**src/rtl/sixteen_bit_sklansky_adder_pkg.sv**
```systemverilog
// Shared widths, the (g,p) pair type and index helpers for the 16-bit Sklansky adder.
// Pure declarations: no latency, no backpressure.
package sixteen_bit_sklansky_adder_pkg;

  localparam int ADDER_WIDTH   = 16;
  localparam int PREFIX_LEVELS = 4;

  typedef struct packed {
    logic g;
    logic p;
  } gp_t;

  // True when bit i takes part in a combine at level k rather than passing through.
  function automatic bit combines_at(input int i, input int k);
    return ((i >> k) & 1) == 1;
  endfunction

  // Lower-significance partner for bit i at level k: last bit of the preceding 2^k block.
  function automatic int prefix_src(input int i, input int k);
    return ((i >> k) << k) - 1;
  endfunction

endpackage

```
**src/rtl/sixteen_bit_sklansky_adder_prefix_cell.sv**
```systemverilog
// Sklansky (G,P) combine operator: merges a high group with the adjacent low group.
// Combinational, zero latency, no backpressure.
module sklansky_prefix_cell (
  input  logic g_hi,
  input  logic p_hi,
  input  logic g_lo,
  input  logic p_lo,
  output logic g_out,
  output logic p_out
);

  assign g_out = g_hi | (p_hi & g_lo);
  assign p_out = p_hi & p_lo;

endmodule

```
**src/rtl/sixteen_bit_sklansky_adder.sv**
```systemverilog
// 16-bit unsigned adder built on a 4-level Sklansky prefix tree; {cout,sum} registered.
// Latency 1 cycle, one addition per cycle, no handshake and never stalls.
module sixteen_bit_sklansky_adder
  import sixteen_bit_sklansky_adder_pkg::*;
(
  input  logic                   clk,
  input  logic                   rst_n,
  output logic [ADDER_WIDTH-1:0] sum,
  output logic                   cout,
  input  logic [ADDER_WIDTH-1:0] a,
  input  logic [ADDER_WIDTH-1:0] b
);

  gp_t [ADDER_WIDTH-1:0] gp_bit;
  gp_t [ADDER_WIDTH-1:0] gp_fin;
  logic [ADDER_WIDTH-1:0] g_fin;
  logic [ADDER_WIDTH-1:0] p_fin;
  logic [ADDER_WIDTH-1:0] sum_nxt;
  logic                   cout_nxt;
  logic                   unused_fin_p;

  always_comb begin
    gp_bit = '0;
    for (int i = 0; i < ADDER_WIDTH; i++) begin
      gp_bit[i].g = a[i] & b[i];
      gp_bit[i].p = a[i] ^ b[i];
    end
  end

  for (genvar k = 0; k < PREFIX_LEVELS; k++) begin : lvl
    gp_t [ADDER_WIDTH-1:0] gp_in;
    gp_t [ADDER_WIDTH-1:0] gp_out;

    if (k == 0) begin : src_bits
      assign gp_in = gp_bit;
    end else begin : src_prev
      assign gp_in = lvl[k-1].gp_out;
    end

    for (genvar i = 0; i < ADDER_WIDTH; i++) begin : col
      if (combines_at(i, k)) begin : merge
        localparam int J = prefix_src(i, k);
        sklansky_prefix_cell u_cell (
          .g_hi  (gp_in[i].g),
          .p_hi  (gp_in[i].p),
          .g_lo  (gp_in[J].g),
          .p_lo  (gp_in[J].p),
          .g_out (gp_out[i].g),
          .p_out (gp_out[i].p)
        );
      end else begin : pass
        assign gp_out[i] = gp_in[i];
      end
    end
  end

  assign gp_fin = lvl[PREFIX_LEVELS-1].gp_out;

  // After the last level g_fin[i] is the carry out of bits i..0; group P is no longer needed.
  always_comb begin
    g_fin = '0;
    p_fin = '0;
    for (int i = 0; i < ADDER_WIDTH; i++) begin
      g_fin[i] = gp_fin[i].g;
      p_fin[i] = gp_fin[i].p;
    end
  end

  assign unused_fin_p = ^p_fin;

  always_comb begin
    sum_nxt    = '0;
    sum_nxt[0] = gp_bit[0].p;
    for (int i = 1; i < ADDER_WIDTH; i++) begin
      sum_nxt[i] = gp_bit[i].p ^ g_fin[i-1];
    end
    cout_nxt = g_fin[ADDER_WIDTH-1];
  end

  always_ff @(posedge clk or negedge rst_n) begin
    if (!rst_n) begin
      sum  <= '0;
      cout <= 1'b0;
    end else begin
      sum  <= sum_nxt;
      cout <= cout_nxt;
    end
  end

endmodule

```
**config.mk**
```make
export PLATFORM = sky130hd
export DESIGN_NAME = sixteen_bit_sklansky_adder
export DESIGN_NICKNAME = d
export VERILOG_FILES = /design/src/rtl/sixteen_bit_sklansky_adder_pkg.sv /design/src/rtl/sixteen_bit_sklansky_adder_prefix_cell.sv /design/src/rtl/sixteen_bit_sklansky_adder.sv
export SDC_FILE = /design/constraint.sdc
export NUM_CORES = 1
export LEC_CHECK = 0
export ABC_AREA = 1
export BUFFER_PORTS_ARGS = -buffer_cell sky130_fd_sc_hd__buf_2
export CAP_MARGIN = 20
export CELL_PAD_IN_SITES_DETAIL_PLACEMENT = 0
export CELL_PAD_IN_SITES_GLOBAL_PLACEMENT = 1
export CORE_MARGIN = 3
export CORE_UTILIZATION = 30
export DETAILED_ROUTE_END_ITERATION = 10
export PLACE_DENSITY_LB_ADDON = 0.1
export SETUP_SLACK_MARGIN = 0.2
export SLEW_MARGIN = 40
export SYNTH_ARGS = -nofsm -noshare
export SYNTH_HDL_FRONTEND = slang
export SYNTH_SLANG_ARGS = --single-unit
```
**constraint.sdc**
```tcl
create_clock -name clk -period 0.8 [get_ports clk]
set_input_delay 0.04 -clock clk [delete_from_list [all_inputs] [get_ports clk]]
set_output_delay 0.04 -clock clk [all_outputs]
set_load 0.01 [all_outputs]
```
==> results.py, run 1 <==
metrics = {
    "outcome": {
        "outcome": "finished, violations left",
        "violations": "negative hold slack, negative setup slack",
    },
    "timing": {
        "min_period_over_period_pct": 169,
        "fmax_mhz": 740,
        "hold-worst-slack_ns": -0.0160,
        "slew_headroom_pct": 82.7,
        "hold_violations": 1,
        "setup_slack_ns": -0.552,
        "maxSlewViolCount": 0,
        "rsz0062_at_grt": "true",
        "worst_pin_slew_ns": 0.260,
        "finalSetupTns_ns": -6.48,
        "setup_viol_count_final": 21,
        "fin_crit_ns": 1.35,
    },
    "critical_path": {
        "cp-end-kind": "flop",
        "start_kind": "input pin",
        "path_cells": "buf_6 -> ha_4 -> inv_2 -> fa_2 -> inv_2 -> nand3_2 -> nand2_2 -> nand2_2 -> nand2_4 -> inv_2 -> fa_2 -> inv_2",
        "critPathKind": "input pin to flop",
        "critical-path-max-stage-delay_ns": 0.52,
        "crit_top_cell": "inv_2",
        "crit_fanout": 2,
        "cpMaxStageDelayCell": "fa_2",
        "cp.required_ns": 0.96,
        "cp.arrival_ns": 1.51,
    },
    "logic_synthesis": {
        "synthMuxAreaShare_pct": 0,
        "yosys.area_share.adder_pct": 22.3,
        "synth_xor_area_share_pct": 2.92,
        "syn_avg_cell_area_um2": 7.80,
        "syn_inst": 154,
        "yosysWarningCount": 0,
        "syn-num-nets": 207,
        "synth_area_um2": 1200,
        "ys_seq_area_share_pct": 35.4,
        "ys_seq_elements": 17,
        "synth_compound_area_share_pct": 4.06,
        "synthDistinctLibCells": 13,
        "synthSimpleGateAreaFrac_pct": 23.4,
        "synth_top_family_by_area": "simple AND/OR/NAND/NOR gates",
    },
    "detailed_routing": {
        "wl_per_cell_um": 9.52,
        "first_iter_violations": 15,
        "drc": 0,
        "routed_wl_mm": 2.66,
        "vias": 1156,
        "firstDrtPassIters": 4,
        "avgViaCountPerCell": 4.14,
        "final_antenna_net_count": 0,
    },
    "clocking": {
        "clk_path_buf_depth": 2,
        "cts_hold_buf": 1,
        "clkSlewWorstSetupHoldPaths_ns": 0.08,
        "cts-root-buf": "clkbuf_8",
        "cts_sinks": 17,
        "cts_tree": "done",
        "htreeDepth": 1,
        "cts_made_buffers": 3,
    },
    "die": {
        "start_util_pct": 31.9,
        "fp.dieH_um": 69.3,
        "fp.dieW_um": 69.3,
        "pin_count": 51,
        "core_area_um2": 3770,
        "dieArea_um2": 4800,
        "rows": 22,
    },
    "cells_and_area": {
        "layout_commonest_cell": "buf_2",
        "nets": 285,
        "utilization_pct": 49.9,
        "drive_gt1_share_pct": 48.1,
        "final_area_um2": 1880,
        "syn2layout_area_growth_pct": 56.7,
        "n_antenna_cell": 0,
        "most-common-layout-cells": "buf_2 (47), nand2_1 (35), inv_1 (33)",
    },
    "min_path": {
        "min_path_type": "input pin to flop",
    },
    "grt": {
        "grt_util_all_layers_pct": 11.6,
        "grt_pass1_wl_mm": 4.55,
        "grt_max_degree": 18,
        "antenna_found_initial": 0,
        "grt_overflow": 0,
        "grt_pass1_vias": 1138,
    },
    "placed_design": {
        "dp_hpwl_mm": 2.13,
        "dpl_cell_area_um2": 1660,
        "port_buffers": 50,
        "place.gp.congestion": 0.713,
        "dp_slack_ns": -0.925,
    },
    "power": {
        "total_power_uw": 2880,
        "ir_drop_uv": 662,
        "powerDensity_nw_per_um2": 1530,
        "power.leakage_uw": 0.00112,
    },
    "flow_run": {
        "max_cap_violations": 0,
    },
}
synthesized netlist by cell type:
cell type | number | area share, %
ha_1 | 15 | 16
nand3_1 | 8 | 3.3
a21oi_2 | 1 | 0.73
fa_1 | 4 | 6.7
inv_1 | 38 | 12
dfrtp_1 | 17 | 35
nor2_1 | 8 | 2.5
xor2_1 | 1 | 0.73
nand2_2 | 5 | 2.6
a21oi_1 | 8 | 3.3
nand2_1 | 45 | 14
nand2_4 | 1 | 0.94
xnor2_1 | 3 | 2.2
report_power, final:
group / switching [uW] / total [uW] / internal, uW / leakage, uW
Clock: 347 / 699 / 352 / 0.0000217
Sequential: 39.3 / 1050 / 1010 / 0.000200
Combinational: 577 / 1130 / 551 / 0.000901
area by class of cell:
| cell class | count | area, um2 |
|---|---|---|
| clock inverters | 1 | 7.51 |
| inverters | 38 | 143 |
| flip-flops and latches | 17 | 425 |
| repair buffers | 73 | 452 |
| fillers | 372 | 1890 |
| clock buffers | 3 | 41.3 |
| well taps | 48 | 60.1 |
| multi-input cells | 99 | 753 |
logic make-up after synthesis:
logic type | Yosys count
adders and majority gates | 19
AOI/OAI and AO/OA | 9
and+or+nand+nor | 67
xor gates and xnor gates | 4
buffers and inverters | 38
DFF | 17
per-stage QoR:
stage | instances | hold slack, ns
floorplan | 154 | -0.256
global placement | 269 | -0.00683
detailed placement | 269 | -0.00231
CTS | 277 | -0.0172
global route | 279 | -0.0213
finish | 279 | -0.0160
final timing paths:
| path | from | endpoint | slack, ns | cells past startpoint |
|---|---|---|---|---|
| min | a[0] | sum[0]$_DFF_PN0_ | -0.02 | 2 |
| min in group asynchronous | rst_n | sum[1]$_DFF_PN0_ | 0.20 | 2 |
| max in group asynchronous | rst_n | sum[13]$_DFF_PN0_ | 0.38 | 2 |
| max | b[0] | sum[8]$_DFF_PN0_ | -0.55 | 12 |
metal layers:
layer  up-vias  track usage (%)  routed length (um)
li1        611                -                   -
met1       510             12.9                1080
met2        31             20.1                1360
met3         4             2.90                 167
met4         0             6.51                  52
met5         -                0                   0
critical path, delay by kind of cell:
kind | cells | cell delay [ns]
simple gates | 4 | 0.26
buf+inv | 5 | 0.23
fa+ha+maj | 3 | 0.98
sequential cells by signal, indices dropped and copies added (netlist names):
register,count
cout,1
sum,16
what timing repair did:
item | CTS | global route
hold endpoints to repair | 18 | 1
gates resized for setup | 18 | 14
pin swaps | 7 | 7
setup endpoints to repair | 33 | 50
setup buffers | 3 | 2
Note: power is estimated with default switching activity, not from simulation.
==> run 2: changes to the inputs <==
--- a/config.mk
+++ b/config.mk
@@ -6,7 +6,7 @@
 export NUM_CORES = 1
 export LEC_CHECK = 0
 export ABC_AREA = 1
-export BUFFER_PORTS_ARGS = -buffer_cell sky130_fd_sc_hd__buf_2
+export BUFFER_PORTS_ARGS = -buffer_cell sky130_fd_sc_hd__buf_4
 export CAP_MARGIN = 20
 export CELL_PAD_IN_SITES_DETAIL_PLACEMENT = 0
 export CELL_PAD_IN_SITES_GLOBAL_PLACEMENT = 1
==> constraint.sdc (replaced) <==
create_clock -name clk -period 0.8 [get_ports clk]
set_input_delay 0.16 -clock clk [delete_from_list [all_inputs] [get_ports clk]]
set_output_delay 0.16 -clock clk [all_outputs]
set_load 0.01 [all_outputs]
==> results.py, run 2 (synthesis gave the netlist of run 1 again) <==
metrics = {
    "placed_design": {
        "dpl_cell_area_um2": 1750,
        "dp_hpwl_mm": 2.18,
        "port_buffers": 50,
        "dp_slack_ns": -0.998,
        "place.gp.congestion": 0.703,
    },
    "clocking": {
        "cts-root-buf": "clkbuf_8",
        "cts_tree": "done",
        "cts_made_buffers": 3,
        "cts_sinks": 17,
        "htreeDepth": 1,
        "clkSlewWorstSetupHoldPaths_ns": 0.07,
        "clk_path_buf_depth": 2,
    },
    "cells_and_area": {
        "drive_gt1_share_pct": 50.0,
        "syn2layout_area_growth_pct": 74.1,
        "largest_register": "sum",
        "regArea_um2": 425,
        "fill_cells": 349,
        "largest_register_ffs": 16,
        "layout_commonest_cell": "buf_4",
        "multi_input_area_um2": 795,
        "final_area_um2": 2090,
        "most-common-layout-cells": "buf_4 (47), nand2_1 (33), inv_1 (32)",
        "largestRegisters": "sum x16, cout x1",
        "utilization_pct": 55.4,
        "n_antenna_cell": 0,
        "nets": 282,
    },
    "die": {
        "pin_count": 51,
        "start_util_pct": 31.9,
        "dieArea_um2": 4800,
        "fp.dieH_um": 69.3,
        "rows": 22,
        "core_area_um2": 3770,
        "fp.dieW_um": 69.3,
    },
    "power": {
        "power.leakage_uw": 0.00119,
        "ir_drop_uv": 737,
        "powerDensity_nw_per_um2": 1490,
        "total_power_uw": 3120,
    },
    "critical_path": {
        "path_cells": "buf_6 -> ha_4 -> inv_2 -> fa_2 -> inv_2 -> nand3_2 -> nand2_2 -> nand2_2 -> nand2_4 -> inv_2 -> fa_2 -> inv_2",
        "cpMaxStageDelayCell": "fa_2",
        "critPathKind": "input pin to flop",
        "cp-end-kind": "flop",
        "start_kind": "input pin",
        "critical-path-max-stage-delay_ns": 0.52,
        "crit_top_cell": "inv_2",
        "cp.required_ns": 0.95,
        "cp.arrival_ns": 1.61,
        "crit_fanout": 2,
    },
    "outcome": {
        "violations": "negative setup slack",
        "outcome": "finished, violations left",
    },
    "detailed_routing": {
        "first_iter_violations": 54,
        "avgViaCountPerCell": 4.27,
        "vias": 1178,
        "firstDrtPassIters": 3,
        "final_antenna_net_count": 0,
        "routed_wl_mm": 2.80,
        "drc": 0,
        "wl_per_cell_um": 10.1,
    },
    "timing": {
        "hold-worst-slack_ns": 0.113,
        "setup_viol_count_final": 32,
        "hold_violations": 0,
        "fmax_mhz": 687,
        "setup_slack_ns": -0.655,
        "min_period_over_period_pct": 182,
        "fin_crit_ns": 1.45,
        "rsz0062_at_grt": "true",
        "worst_pin_slew_ns": 0.270,
        "maxSlewViolCount": 0,
        "slew_headroom_pct": 82.0,
    },
    "min_path": {
        "min_to": "sum[0]$_DFF_PN0_",
        "min_path_type": "input pin to flop",
        "holdPathStages": 2,
        "hold_start": "b[0]",
    },
    "grt": {
        "grt_max_degree": 18,
        "grt_pass1_vias": 1227,
        "grt_util_all_layers_pct": 12.7,
        "antenna_found_initial": 0,
        "grt_pass1_wl_mm": 4.98,
        "grt_overflow": 0,
    },
    "flow_run": {
        "max_cap_violations": 0,
    },
}
==> run 2: layer usage <==
metal,GRT usage [%],vias to the layer above,wire (um)
li1,-,604,-
met1,13.8,533,1040
met2,22.6,33,1520
met3,3.19,8,148
met4,6.94,0,83
met5,0,-,0
==> run 2: worst max-delay path: cells and delay by family <==
kind | cells | cell delay (ns)
adders and majority gates | 3 | 0.97
buffers and inverters | 5 | 0.22
and+or+nand+nor | 4 | 0.25
==> run 2: how the worst max path moves through the flow <==
stage	depth (start not counted)	start	to	slack, ns
finish	12	a[0]	sum[8]$_DFF_PN0_	-0.65
global route	12	a[0]	sum[8]$_DFF_PN0_	-0.71
CTS	12	a[0]	sum[8]$_DFF_PN0_	-0.66
detailed placement	12	a[0]	sum[9]$_DFF_PN0_	-1.0
global placement	12	a[0]	sum[9]$_DFF_PN0_	-0.98
floorplan	11	a[0]	sum[9]$_DFF_PN0_	-0.85
==> run 2: final cells by class <==
type	instances	share of cell area, %
Sequential cell	17	20.3
Multi-Input combinational cell	99	38.0
Clock inverter	1	0.359
Timing Repair Buffer	70	29.6
Clock buffer	3	1.97
Inverter	38	6.82
Tap cell	48	2.87
==> run 2: what timing repair did <==
item,4_1_cts,5_1_grt
resized for setup,46,11
pin swaps,7,1
hold endpoints to repair,17,0
buffers inserted,5,1
hold buffers,1,0
endpoints found under the setup margin,33,33
==> run 2: power by group <==
group	switching (uW)	total (uW)	internal (uW)
Clock	307	657	351
Combinational	595	1380	781
Sequential	75.8	1090	1010
Total	978	3120	2140
==> run 2: through the flow <==
| stage | std cells | TNS (ns) |
|---|---|---|
| global route | 276 | -11.71 |
| detailed placement | 265 | -11.94 |
| global placement | 265 | -11.78 |
| CTS | 275 | -10.51 |
| floorplan | 154 | -8.28 |
| finish | 276 | -10.12 |
